`config.mk`:
```
export PLATFORM = sky130hd
export DESIGN_NAME = lemming_tracker
export DESIGN_NICKNAME = d
export VERILOG_FILES = /design/src/rtl/lemming_tracker_pkg.sv /design/src/rtl/sat_counter.sv /design/src/rtl/lemming_tracker.sv
export SDC_FILE = /design/constraint.sdc
export NUM_CORES = 1
export LEC_CHECK = 0
export BUFFER_PORTS_ARGS = -buffer_cell sky130_fd_sc_hd__clkbuf_2
export CAP_MARGIN = 20
export CORE_MARGIN = 2
export CORE_UTILIZATION = 55
export DETAILED_ROUTE_END_ITERATION = 7
export PLACE_DENSITY_LB_ADDON = 0.2
export SLEW_MARGIN = 15
export SYNTH_ARGS = -nofsm -noshare
export SYNTH_HDL_FRONTEND = slang
export SYNTH_SLANG_ARGS = --single-unit
export TNS_END_PERCENT = 30
```
`constraint.sdc`:
```
create_clock -name clk -period 5.4 [get_ports clk]
set_input_delay 0.54 -clock clk [delete_from_list [all_inputs] [get_ports clk]]
set_output_delay 0.54 -clock clk [all_outputs]
set_load 0.02 [all_outputs]
```
`src/rtl/lemming_tracker_pkg.sv`:
```
// Shared types and default constants for the lemming_tracker monitor.
// Optional build macro LEMMING_TRACKER_XWRAP_EN (see lemming_tracker.sv).
package lemming_tracker_pkg;

  // Tracker state: on the ground, mid-fall, or splatted.
  typedef enum logic [1:0] {
    GROUND = 2'd0,
    AIR    = 2'd1,
    DEAD   = 2'd2
  } state_t;

  localparam int X_INIT_DEF     = 128;
  localparam int X_MAX_DEF      = 255;
  localparam int FALL_LIMIT_DEF = 20;

endpackage

```
`src/rtl/sat_counter.sv`:
```
// Up/down counter with a configurable ceiling, optional wrap-around and a
// synchronous load. Used for horizontal position, depth and fall duration.
module sat_counter #(
  parameter int           W       = 8,
  parameter logic [W-1:0] MAX     = '1,
  parameter logic [W-1:0] RST_VAL = '0,
  parameter bit           WRAP    = 1'b0
) (
  input  logic         clk,
  input  logic         areset,
  input  logic         inc,
  input  logic         dec,
  input  logic         load,
  input  logic [W-1:0] load_val,
  output logic [W-1:0] q
);

  // Load has priority over inc, inc over dec; ends either clamp or wrap.
  always_ff @(posedge clk or posedge areset) begin
    if (areset) begin
      q <= RST_VAL;
    end else if (load) begin
      q <= load_val;
    end else if (inc) begin
      if (q >= MAX) q <= WRAP ? '0 : MAX;
      else          q <= q + 1'b1;
    end else if (dec) begin
      if (q == '0) q <= WRAP ? MAX : '0;
      else         q <= q - 1'b1;
    end
  end

endmodule

```
`src/rtl/lemming_tracker.sv`:
```
// Downstream monitor for the Lemmings walker FSM: tracks x position,
// descended depth and fall duration, detects fatal landings and flags
// illegal (not exactly one-hot) status inputs.
// Build macro LEMMING_TRACKER_XWRAP_EN: x_pos wraps modulo X_MAX+1 instead
// of saturating at 0 / X_MAX.
// Input protocol: the four status inputs are sampled every rising edge and
// exactly one of them must be high; any other pattern sets proto_err and
// leaves all tracking state untouched for that cycle. There is no
// backpressure: every output is a registered view of the previous sample.
module lemming_tracker
  import lemming_tracker_pkg::*;
#(
  parameter int XW         = 8,
  parameter int X_INIT     = X_INIT_DEF,
  parameter int X_MAX      = X_MAX_DEF,
  parameter int DW         = 8,
  parameter int FCW        = 5,
  parameter int FALL_LIMIT = FALL_LIMIT_DEF
) (
  input  logic           clk,
  input  logic           areset,
  input  logic           walk_left,
  input  logic           walk_right,
  input  logic           aaah,
  input  logic           digging,
  output logic [XW-1:0]  x_pos,
  output logic [DW-1:0]  depth,
  output logic [FCW-1:0] fall_cnt,
  output logic           splat,
  output logic           dead,
  output logic           proto_err,
  output state_t         state_dbg
);

`ifdef LEMMING_TRACKER_XWRAP_EN
  localparam bit X_WRAP = 1'b1;
`else
  localparam bit X_WRAP = 1'b0;
`endif

  state_t         state, next_state;
  logic [3:0]     in_vec;
  logic           legal;
  logic           x_inc, x_dec;
  logic           d_inc;
  logic           fc_inc, fc_load;
  logic [FCW-1:0] fc_load_val;
  logic           splat_d;
  logic           err_d;

  assign in_vec = {walk_left, walk_right, aaah, digging};
  // One-hot test: non-zero and clearing the lowest set bit leaves nothing.
  assign legal  = (in_vec != 4'd0) && ((in_vec & (in_vec - 4'd1)) == 4'd0);

  // State, splat pulse and sticky protocol error registers.
  always_ff @(posedge clk or posedge areset) begin
    if (areset) begin
      state     <= GROUND;
      splat     <= 1'b0;
      proto_err <= 1'b0;
    end else begin
      state     <= next_state;
      splat     <= splat_d;
      proto_err <= err_d;
    end
  end

  // Next-state and counter control decode from the current sample.
  always_comb begin
    next_state  = state;
    x_inc       = 1'b0;
    x_dec       = 1'b0;
    d_inc       = 1'b0;
    fc_inc      = 1'b0;
    fc_load     = 1'b0;
    fc_load_val = '0;
    splat_d     = 1'b0;
    err_d       = proto_err;
    if (state != DEAD && !legal) begin
      err_d = 1'b1;
    end else begin
      case (state)
        GROUND: begin
          if (walk_left)  x_dec = 1'b1;
          if (walk_right) x_inc = 1'b1;
          if (digging)    d_inc = 1'b1;
          if (aaah) begin
            next_state  = AIR;
            fc_load     = 1'b1;
            fc_load_val = FCW'(1);
            d_inc       = 1'b1;
          end
        end
        AIR: begin
          if (aaah) begin
            fc_inc = 1'b1;
            d_inc  = 1'b1;
          end else if (fall_cnt > FCW'(FALL_LIMIT)) begin
            // Fatal landing: fall_cnt keeps its final value for inspection.
            next_state = DEAD;
            splat_d    = 1'b1;
          end else begin
            next_state = GROUND;
            fc_load    = 1'b1;
          end
        end
        default: ;  // DEAD: everything frozen until areset
      endcase
    end
  end

  sat_counter #(
    .W(XW), .MAX(XW'(X_MAX)), .RST_VAL(XW'(X_INIT)), .WRAP(X_WRAP)
  ) u_x (
    .clk(clk), .areset(areset), .inc(x_inc), .dec(x_dec),
    .load(1'b0), .load_val('0), .q(x_pos)
  );

  sat_counter #(
    .W(DW), .MAX('1), .RST_VAL('0), .WRAP(1'b0)
  ) u_depth (
    .clk(clk), .areset(areset), .inc(d_inc), .dec(1'b0),
    .load(1'b0), .load_val('0), .q(depth)
  );

  sat_counter #(
    .W(FCW), .MAX('1), .RST_VAL('0), .WRAP(1'b0)
  ) u_fall (
    .clk(clk), .areset(areset), .inc(fc_inc), .dec(1'b0),
    .load(fc_load), .load_val(fc_load_val), .q(fall_cnt)
  );

  assign dead      = (state == DEAD);
  assign state_dbg = state;

endmodule

```
==> flow_summary.ini, run 1 <==
[timing]
worstMarginPinSlew_ns = 0.5430
period_needed_ns = 2.000
fmax_mhz = 500.1
rsz0062_at_grt = false
period_share_pct = 37.03
maxSlewViolCount = 0
setup_viol = 0
final.setup.worst_slack_ns = 3.400
final.setup.tns_ns = 0
hold_viol = 0
fin_skew_ns = 0.001771
hold_ws_ns = 0.1063
maxSlewHeadroom_pct = 63.72

[logic_synthesis]
netlist_area_mm2 = 0.001783
async_flop_share_pct = 100.0
ys.flop_type = dfrtp_1
netlist.area_leader.share_pct = 33.68
yosys-top-cells-area = dfrtp_1, ha_1, a21oi_1
yosys.area.top_type = dfrtp_1
ys_seq_area_share_pct = 35.16
ys_ff_latch = 25
synth_edf_count = 0
synth_cells = 203
synth_common_cells = dfrtp_1, nand2_1, a21oi_1
yosys_warnings = 0
syn_nets = 216
synth.distinct_cells = 60
synth.most_common_cell = dfrtp_1
syn_area_per_cell_um2 = 8.783

[global_routing]
grt_pass1_wl_um = 7251
grt_overflow_total = 0
grt_pass1_vias = 1600
grt_max_degree = 26
grt.total_usage_pct = 25.84
antenna_found_initial = 0

[drt]
drt-total-wl_um = 4357
ant_nets = 0
routedWlPerCell_um = 15.96
drt_iter0_drc = 106
drtPass1Iterations = 4
vias = 1736
route.detailed.drc = 0
viasPerCell = 6.359

[power_and_ir_drop]
p_sw_mw = 0.3803
pwr-share-clk_pct = 11.0
p_int_mw = 0.3975
pwr-share-seq_pct = 45.3
p_leak_nw = 0.8407
combPwrFrac_pct = 43.8
switching_share_pct = 48.89
p_per_area_mw_per_mm2 = 389.3
p_total_mw = 0.7779
vdd_drop_max_mv = 0.2056

[floorplan]
pin_count = 32
die_w_um = 60.94
die_h_um = 60.94
core_mm2 = 0.003078
initial_utilization_pct = 57.93
row_count = 20
die-area_mm2 = 0.003713

[critical_path]
cpLargestDelayFamily = compound AO/OA/AOI/OAI gates
rrSetupSlack_ns = 3.40
worstPathMaxFanout = 7
critical_path.cell_chain = inv_1 -> ha_1 -> or3b_2 -> o211a_1 -> a211oi_1 -> a211oi_1
required_ns = 5.61
cp-start-kind = flop
slowest_stage = or3b_2
max_stage_delay_ns = 0.49
crit_buf_inv = 1
end_kind = flop
path_class = flop to flop
critPathArrivalTime_ns = 2.21
crit_top_cell = a211oi_1

[min_path]
min_path_type = input port to asynchronous set/reset pin

[cells_and_area]
fin_area_mm2 = 0.001998
syn_to_final_growth_pct = 12.07
final_nets = 243
nFillCells = 276
antenna_cells = 0
drive_gt1_share_pct = 20.09
final-seq-area_um2 = 626.9
multi_input_area_mm2 = 0.001069

[cts]
clk_pin_slew_ns = 0.14
htreeDepth = 1
cts_setup_buffers = 0
cts_sinks = 25
cts-root-buf = clkbuf_4
holdBufCountCts = 0
clock_path_buffers = 2
cts_made_buffers = 3
clkLatencyLatePin_ns = 0.32
cts-resized-gates = 0
cts_tree = built

[run_status]
status = finished clean

[placement]
postPlaceCellArea_mm2 = 0.001943
io_buffers = 31
gp_congestion = 0.9459
dp_hpwl_um = 3101
post-place-ws_ns = 3.249

[run]
drv_cap = 0
[logic make-up after synthesis]
group	synth area share [%]
multiplexers	1.263
buffers and inverters	4.913
AND/OR/NAND/NOR	29.61
flip-flops	35.16
XOR/XNOR	0.9826
adder cells (fa/ha/maj)	4.912
AO/OA/AOI/OAI	23.16
[registers in the layout (all words and copies together), names as in the netlist]
name	count
state_dbg	2
proto_err	1
u_depth.q	8
u_x.q	8
splat	1
u_fall.q	5
[worst paths after layout]
| check | cells past startpoint | from | endpoint |
|---|---|---|---|
| max | 6 | u_x.q[0] | u_x.q[4] |
| min | 2 | areset | proto_err |
| max reg2reg | 6 | u_x.q[0] | u_x.q[4] |
| min reg2reg | 1 | proto_err | proto_err |
| max in group asynchronous | 3 | areset | u_x.q[7] |
| min in group clk | 1 | proto_err | proto_err |
[cells in the final DEF (no fill, tap or decap), types with 4 or more instances in the layout]
master,netlist,final
clkbuf_2,0,31
o21ai_0,10,10
dfrtp_1,24,24
nand3_1,6,6
nand4_1,4,4
or4_1,4,4
a211oi_1,6,6
nor2b_1,6,6
or3_1,4,4
a21oi_1,13,13
inv_1,10,10
nand2_1,14,14
nor2_1,12,12
ha_1,7,7
nor3_1,7,7
and4_1,4,4
nand2b_1,7,7
[cell type report]
| class | instances | area share, % |
|---|---|---|
| Clock buffer | 3 | 1.127 |
| Inverter | 10 | 1.879 |
| Timing Repair Buffer | 32 | 9.142 |
| Tap cell | 44 | 2.755 |
| Clock inverter | 1 | 0.2505 |
| Sequential cell | 25 | 31.37 |
| Multi-Input combinational cell | 158 | 53.47 |
[through the flow]
step,utilization (%),instances
final,64.92,273
after global routing,64.92,273
after CTS,64.02,272
after detailed placement,63.13,268
after global placement,63.13,268
after floorplan,-,203
[worst register-to-register path: stages, from the launching register on]
cell      delay (ns)
dfrtp_1         0.48
inv_1           0.15
ha_1            0.21
or3b_2          0.49
o211a_1         0.24
a211oi_1        0.24
a211oi_1        0.08
[power groups by stage]
stage	logic (mW)	clock network [mW]	registers (mW)
3_5_place_dp	0.337	0	0.354
3_3_place_gp	0.332	0	0.350
5_1_grt	0.380	0.0957	0.366
6_report	0.340	0.0852	0.352
2_1_floorplan	0.212	0	0.367
4_1_cts	0.339	0.0895	0.349
[per-layer routing]
metal | track usage, % | share of wire [%]
met1 | 33.56 | 42
met2 | 44.39 | 51
met3 | 2.132 | 5.3
met4 | 10.56 | 2.2
met5 | 0 | 0
(Power assumes the default switching activity.)
==> inputs of run 2 (changes only) <==
==> constraint.sdc (replaced) <==
create_clock -name clk -period 1.93 [get_ports clk]
set_input_delay 0.193 -clock clk [delete_from_list [all_inputs] [get_ports clk]]
set_output_delay 0.193 -clock clk [all_outputs]
set_load 0.02 [all_outputs]
==> flow_summary.ini, run 2 (synthesis gave the netlist of run 1 again) <==
[critical_path]
r2r_cells = 6
max_stage_delay_ns = 0.48
crit_start = u_x.q[1]
path_class = flop to flop
required_ns = 2.15
rrSetupSlack_ns = 0.08
reg2reg_from = u_x.q[1]
end_kind = flop
cp_num_cells = 6
worst_r2r_endpoint = u_x.q[4]
worstPathMaxFanout = 4
critPathArrivalTime_ns = 2.06
slowest_stage = or3b_2
cpLargestDelayFamily = compound AO/OA/AOI/OAI gates
endpoint = u_x.q[4]
cp-start-kind = flop
critical_path.cell_chain = inv_1 -> ha_2 -> or3b_2 -> o211a_1 -> a211oi_2 -> a211oi_1
crit_buf_inv = 1

[cts]
clock_path_buffers = 2
cts_sinks = 25
htreeDepth = 1
cts-root-buf = clkbuf_4
cts_tree = built
clk_pin_slew_ns = 0.14
clkLatencyLatePin_ns = 0.32
cts_made_buffers = 3

[timing]
final.setup.tns_ns = 0
setup_viol = 0
maxSlewViolCount = 0
period_needed_ns = 1.847
fmax_mhz = 541.5
worstMarginPinSlew_ns = 0.5238
period_share_pct = 95.69
fin_skew_ns = 0.007195
maxSlewHeadroom_pct = 64.76
hold_viol = 0
final.setup.worst_slack_ns = 0.08311

[cells_and_area]
mostFrequentLayoutCells = clkbuf_2, dfrtp_1, buf_4
final-seq-area_um2 = 626.9
largestRegisters = u_depth.q: 8 flops, u_x.q: 8 flops, u_fall.q: 5 flops
antenna_cells = 0
multi_input_area_mm2 = 0.001076
fin_cells = 289
final_common_cell = clkbuf_2
nFillCells = 270
syn_to_final_growth_pct = 18.18
final_nets = 259
utilization_pct = 68.46
drive_gt1_share_pct = 25.31

[global_routing]
grt_pass1_wl_um = 7534
grt_overflow_total = 0
grt.total_usage_pct = 26.87
antenna_found_initial = 0
grt_pass1_vias = 1665
grt_max_degree = 26

[min_path]
min_from = walk_right
min_path_type = input port to flop

[floorplan]
die_w_um = 60.94
die-area_mm2 = 0.003713
core_mm2 = 0.003078
row_count = 20
initial_utilization_pct = 57.93
die_h_um = 60.94
pin_count = 32

[drt]
drtPass1Iterations = 4
drt_iter0_drc = 103
routedWlPerCell_um = 15.61
ant_nets = 0
route.detailed.drc = 0
viasPerCell = 6.149
vias = 1777
drt-total-wl_um = 4510

[placement]
post-place-ws_ns = 0.08851
place_inst = 284
dp_hpwl_um = 3381
gp_congestion = 0.9642
io_buffers = 31

[power_and_ir_drop]
p_leak_nw = 0.9081
p_per_area_mw_per_mm2 = 1103
vdd_drop_max_mv = 0.6352

[run]
drv_cap = 0

[run_status]
status = finished clean
run 2: cell count changes in the layout (fill, tap and decap cells not counted), sizes merged:
cell and delta:
buf +15, dlygate4sd3 +1, clkinv -1, clkbuf +1
run 2: power by group:
part	total, mW	internal (mW)	switching [mW]
combinational	1.21	0.473	0.740
clock	0.239	0.0809	0.158
sequential	0.872	0.669	0.203
total	2.32	1.22	1.10
run 2: what timing repair did:
| action | 4_1_cts | 5_1_grt |
|---|---|---|
| setup endpoints to repair | 0 | 5 |
| hold buffers | 1 | 0 |
| hold endpoints to repair | 24 | 0 |
| gates resized for setup | 0 | 4 |
| setup buffers | 0 | 0 |
run 2: tightest hold or removal path, stage by stage:
cell,delay (ns)
clkbuf_2,0.15
nor4_1,0.06
nand2_1,0.09
a32oi_1,0.06
run 2: worst min path at each step:
stage	slack (ns)	end	cells past startpoint
floorplan	0.22	proto_err	1
global route	0.29	u_fall.q[0]	4
finish	0.26	u_fall.q[0]	4
global placement	0.23	proto_err	3
CTS	0.25	u_fall.q[0]	4
detailed placement	0.25	proto_err	3
run 2: final cells by class:
class | count | share of cell area, %
multi-input combinational | 158 | 51.07
sequential | 25 | 29.75
timing repair buffer | 48 | 13.54
tap | 44 | 2.613
inverter | 10 | 1.781
clock buffer | 4 | 1.247
run 2: layer usage:
layer	vias to the layer above	part of all wire, %	GRT usage (%)
met5	-	0	0
met1	829	43	35.29
li1	865	-	-
met3	15	4.9	2.772
met2	68	49	44.24
met4	0	3.3	13.04
run 2: through the flow:
| stage | hold slack (ns) | area [µm²] | total power [mW] |
|---|---|---|---|
| after floorplan | 0.2196 | 1783 | 1.621 |
| after global placement | 0.2327 | 2063 | 2.040 |
| after detailed placement | 0.2457 | 2063 | 2.077 |
| after CTS | 0.2518 | 2100 | 2.317 |
| after global routing | 0.2914 | 2107 | 2.504 |
| final | 0.2572 | 2107 | 2.324 |
==> inputs of run 3 (changes only) <==
--- a/config.mk
+++ b/config.mk
@@ -5,8 +5,10 @@
 export SDC_FILE = /design/constraint.sdc
 export NUM_CORES = 1
 export LEC_CHECK = 0
+export ABC_AREA = 1
 export BUFFER_PORTS_ARGS = -buffer_cell sky130_fd_sc_hd__clkbuf_2
 export CAP_MARGIN = 20
+export CORE_ASPECT_RATIO = 2
 export CORE_MARGIN = 2
 export CORE_UTILIZATION = 55
 export DETAILED_ROUTE_END_ITERATION = 7
@@ -14,5 +16,6 @@
 export SLEW_MARGIN = 15
 export SYNTH_ARGS = -nofsm -noshare
 export SYNTH_HDL_FRONTEND = slang
+export SYNTH_HIERARCHICAL = 1
 export SYNTH_SLANG_ARGS = --single-unit
 export TNS_END_PERCENT = 30
==> flow_summary.ini, run 3 <==
[run_status]
status = finished clean

[timing]
hold_viol = 0
period_share_pct = 92.01
fin_skew_ns = 0.003828
setup_viol = 0
maxSlewViolCount = 0
hold_ws_ns = 0.2446
rsz0062_at_grt = false
final.setup.worst_slack_ns = 0.1543
period_needed_ns = 1.776
fmax_mhz = 563.2

[cts]
cts_sinks = 25
cts-root-buf = clkbuf_8
htreeDepth = 1
clkLatencyLatePin_ns = 0.26
cts_setup_buffers = 0
cts_made_buffers = 3
cts_tree = built
clk_pin_slew_ns = 0.09
clock_path_buffers = 2

[critical_path]
cp-start-kind = flop
worst_r2r_endpoint = u_fall/q[3]
critical_path.cell_chain = inv_1 -> buf_4 -> nor2_1 -> inv_2 -> nand2_4 -> nand2_1 -> inv_1 -> or2_4 -> nor2_8 -> a21oi_1 -> nand2_1 -> nand2_1
cp_num_cells = 12
path_class = flop to flop
max_stage_delay_ns = 0.39
worstPathMaxFanout = 10
slowest_stage = dfrtp_1
crit_buf_inv = 4
r2r_cells = 12
cpLargestDelayFamily = simple AND/OR/NAND/NOR gates
crit_start = state_dbg[1]
endpoint = u_fall/q[3]
rrSetupSlack_ns = 0.15
crit_top_cell = nand2_1
end_kind = flop
required_ns = 2.14
critPathArrivalTime_ns = 1.98
reg2reg_from = state_dbg[1]

[logic_synthesis]
syn_area_per_cell_um2 = 6.192
ys_seq_area_share_pct = 23.43
netlist_area_mm2 = 0.002675
synth_edf_count = 0
async_flop_share_pct = 100.0
synth_common_cells = nand2_1, nor2_1, nand3_1
yosys_warnings = 6
ys_ff_latch = 25
netlist.area_leader.share_pct = 22.45
synth.distinct_cells = 30
synth.most_common_cell = nand2_1
yosys.area.top_type = dfrtp_1
yosys-top-cells-area = dfrtp_1, nand2_1, nor2_1
ys.flop_type = dfrtp_1
synth_cells = 432

[floorplan]
row_count = 35
initial_utilization_pct = 57.63
core_mm2 = 0.004642
pin_count = 32
die-area_mm2 = 0.005472
die_w_um = 53.32
die_h_um = 102.6

[cells_and_area]
final_nets = 504
nFillCells = 471
mostFrequentLayoutCells = nand2_1, nor2_1, nand3_1
drive_gt1_share_pct = 21.31
largestRegisters = u_depth/q: 8 flops, u_x/q: 8 flops, u_fall/q: 5 flops
final_common_cell = nand2_1
syn_to_final_growth_pct = 12.11
fin_cells = 543
utilization_pct = 64.61
antenna_cells = 0

[power_and_ir_drop]
switching_share_pct = 42.69
vdd_drop_max_mv = 0.3925
pwr-share-seq_pct = 42.8
p_total_mw = 1.623
p_leak_nw = 1.635
p_per_area_mw_per_mm2 = 541.2
p_sw_mw = 0.6930
pwr-share-clk_pct = 19.3
p_int_mw = 0.9303
combPwrFrac_pct = 37.9

[global_routing]
grt_pass1_wl_um = 10770
grt_pass1_vias = 2692
grt_max_degree = 14
grt_overflow_total = 0
antenna_found_initial = 0
grt.total_usage_pct = 26.17

[placement]
gp_congestion = 0.8768
dp_hpwl_um = 5451
post-place-ws_ns = -0.001065
io_buffers = 31
place_inst = 538

[drt]
ant_nets = 0
routedWlPerCell_um = 12.28
drt_iter0_drc = 39
vias = 2799
viasPerCell = 5.155
drtPass1Iterations = 4
drt-total-wl_um = 6668
route.detailed.drc = 0

[run]
drv_cap = 0

[min_path]
min_path_type = input port to flop
[run 3: tightest hold or removal path: stages]
cell      delay (ns)
clkbuf_2        0.11
inv_2           0.09
o21ai_1         0.08
[run 3: final cells by class]
class	count	area (µm²)	share of cell area (%)
Sequential cell	25	630.6	21.03
Tap cell	55	68.82	2.295
Inverter	55	206.4	6.884
Multi-Input combinational cell	362	1808	60.28
Clock buffer	4	45.04	1.502
Timing Repair Buffer	42	240.2	8.010
[run 3: worst min-delay path by stage]
stage | start | end | slack, ns | cells past startpoint
3_3_place_gp | areset | state_dbg[0] | 0.12 | 2
6_report | aaah | state_dbg[0] | 0.24 | 3
2_1_floorplan | areset | proto_err | -0.04 | 1
3_5_place_dp | areset | state_dbg[0] | 0.12 | 2
4_1_cts | aaah | state_dbg[0] | 0.24 | 3
5_1_grt | aaah | state_dbg[0] | 0.25 | 3
[run 3: logic make-up (layout without fill, tap and decap cells)]
kind of cell | Yosys count | in the layout | share of synthesized area (%)
other | 1 | 26 | 0.1402
buffers and inverters | 70 | 101 | 12.72
AOI/OAI and AO/OA | 40 | 40 | 8.559
DFF | 25 | 25 | 23.43
and+or+nand+nor | 282 | 282 | 49.30
adders and majority gates | 9 | 9 | 4.210
xor gates and xnor gates | 5 | 5 | 1.637
[run 3: through the flow]
step | setup TNS [ns] | instance area, µm²
CTS | 0 | 2989
global placement | 0 | 2934
floorplan | 0 | 2769
finish | 0 | 2999
detailed placement | -0.001065 | 2934
global route | 0 | 2999
[run 3: power by group through the flow]
stage / clock network (mW) / registers [mW] / logic, mW
floorplan: 0 / 0.701 / 0.489
detailed placement: 0 / 0.704 / 0.603
CTS: 0.329 / 0.694 / 0.608
global placement: 0 / 0.702 / 0.596
finish: 0.313 / 0.694 / 0.616
global route: 0.344 / 0.707 / 0.698
[run 3: what timing repair did]
action,in CTS,in global routing
hold endpoints to repair,24,0
setup endpoints to repair,0,3
resized for setup,0,4
hold buffers,1,0
[run 3: layer usage]
| metal | routed length (µm) | GRT usage [%] | up-vias |
|---|---|---|---|
| met4 | 283 | 14.40 | 0 |
| met5 | 0 | 0 | - |
| met2 | 3869 | 54.99 | 70 |
| met1 | 2335 | 21.47 | 1277 |
| met3 | 179 | 1.884 | 24 |
| li1 | - | - | 1428 |
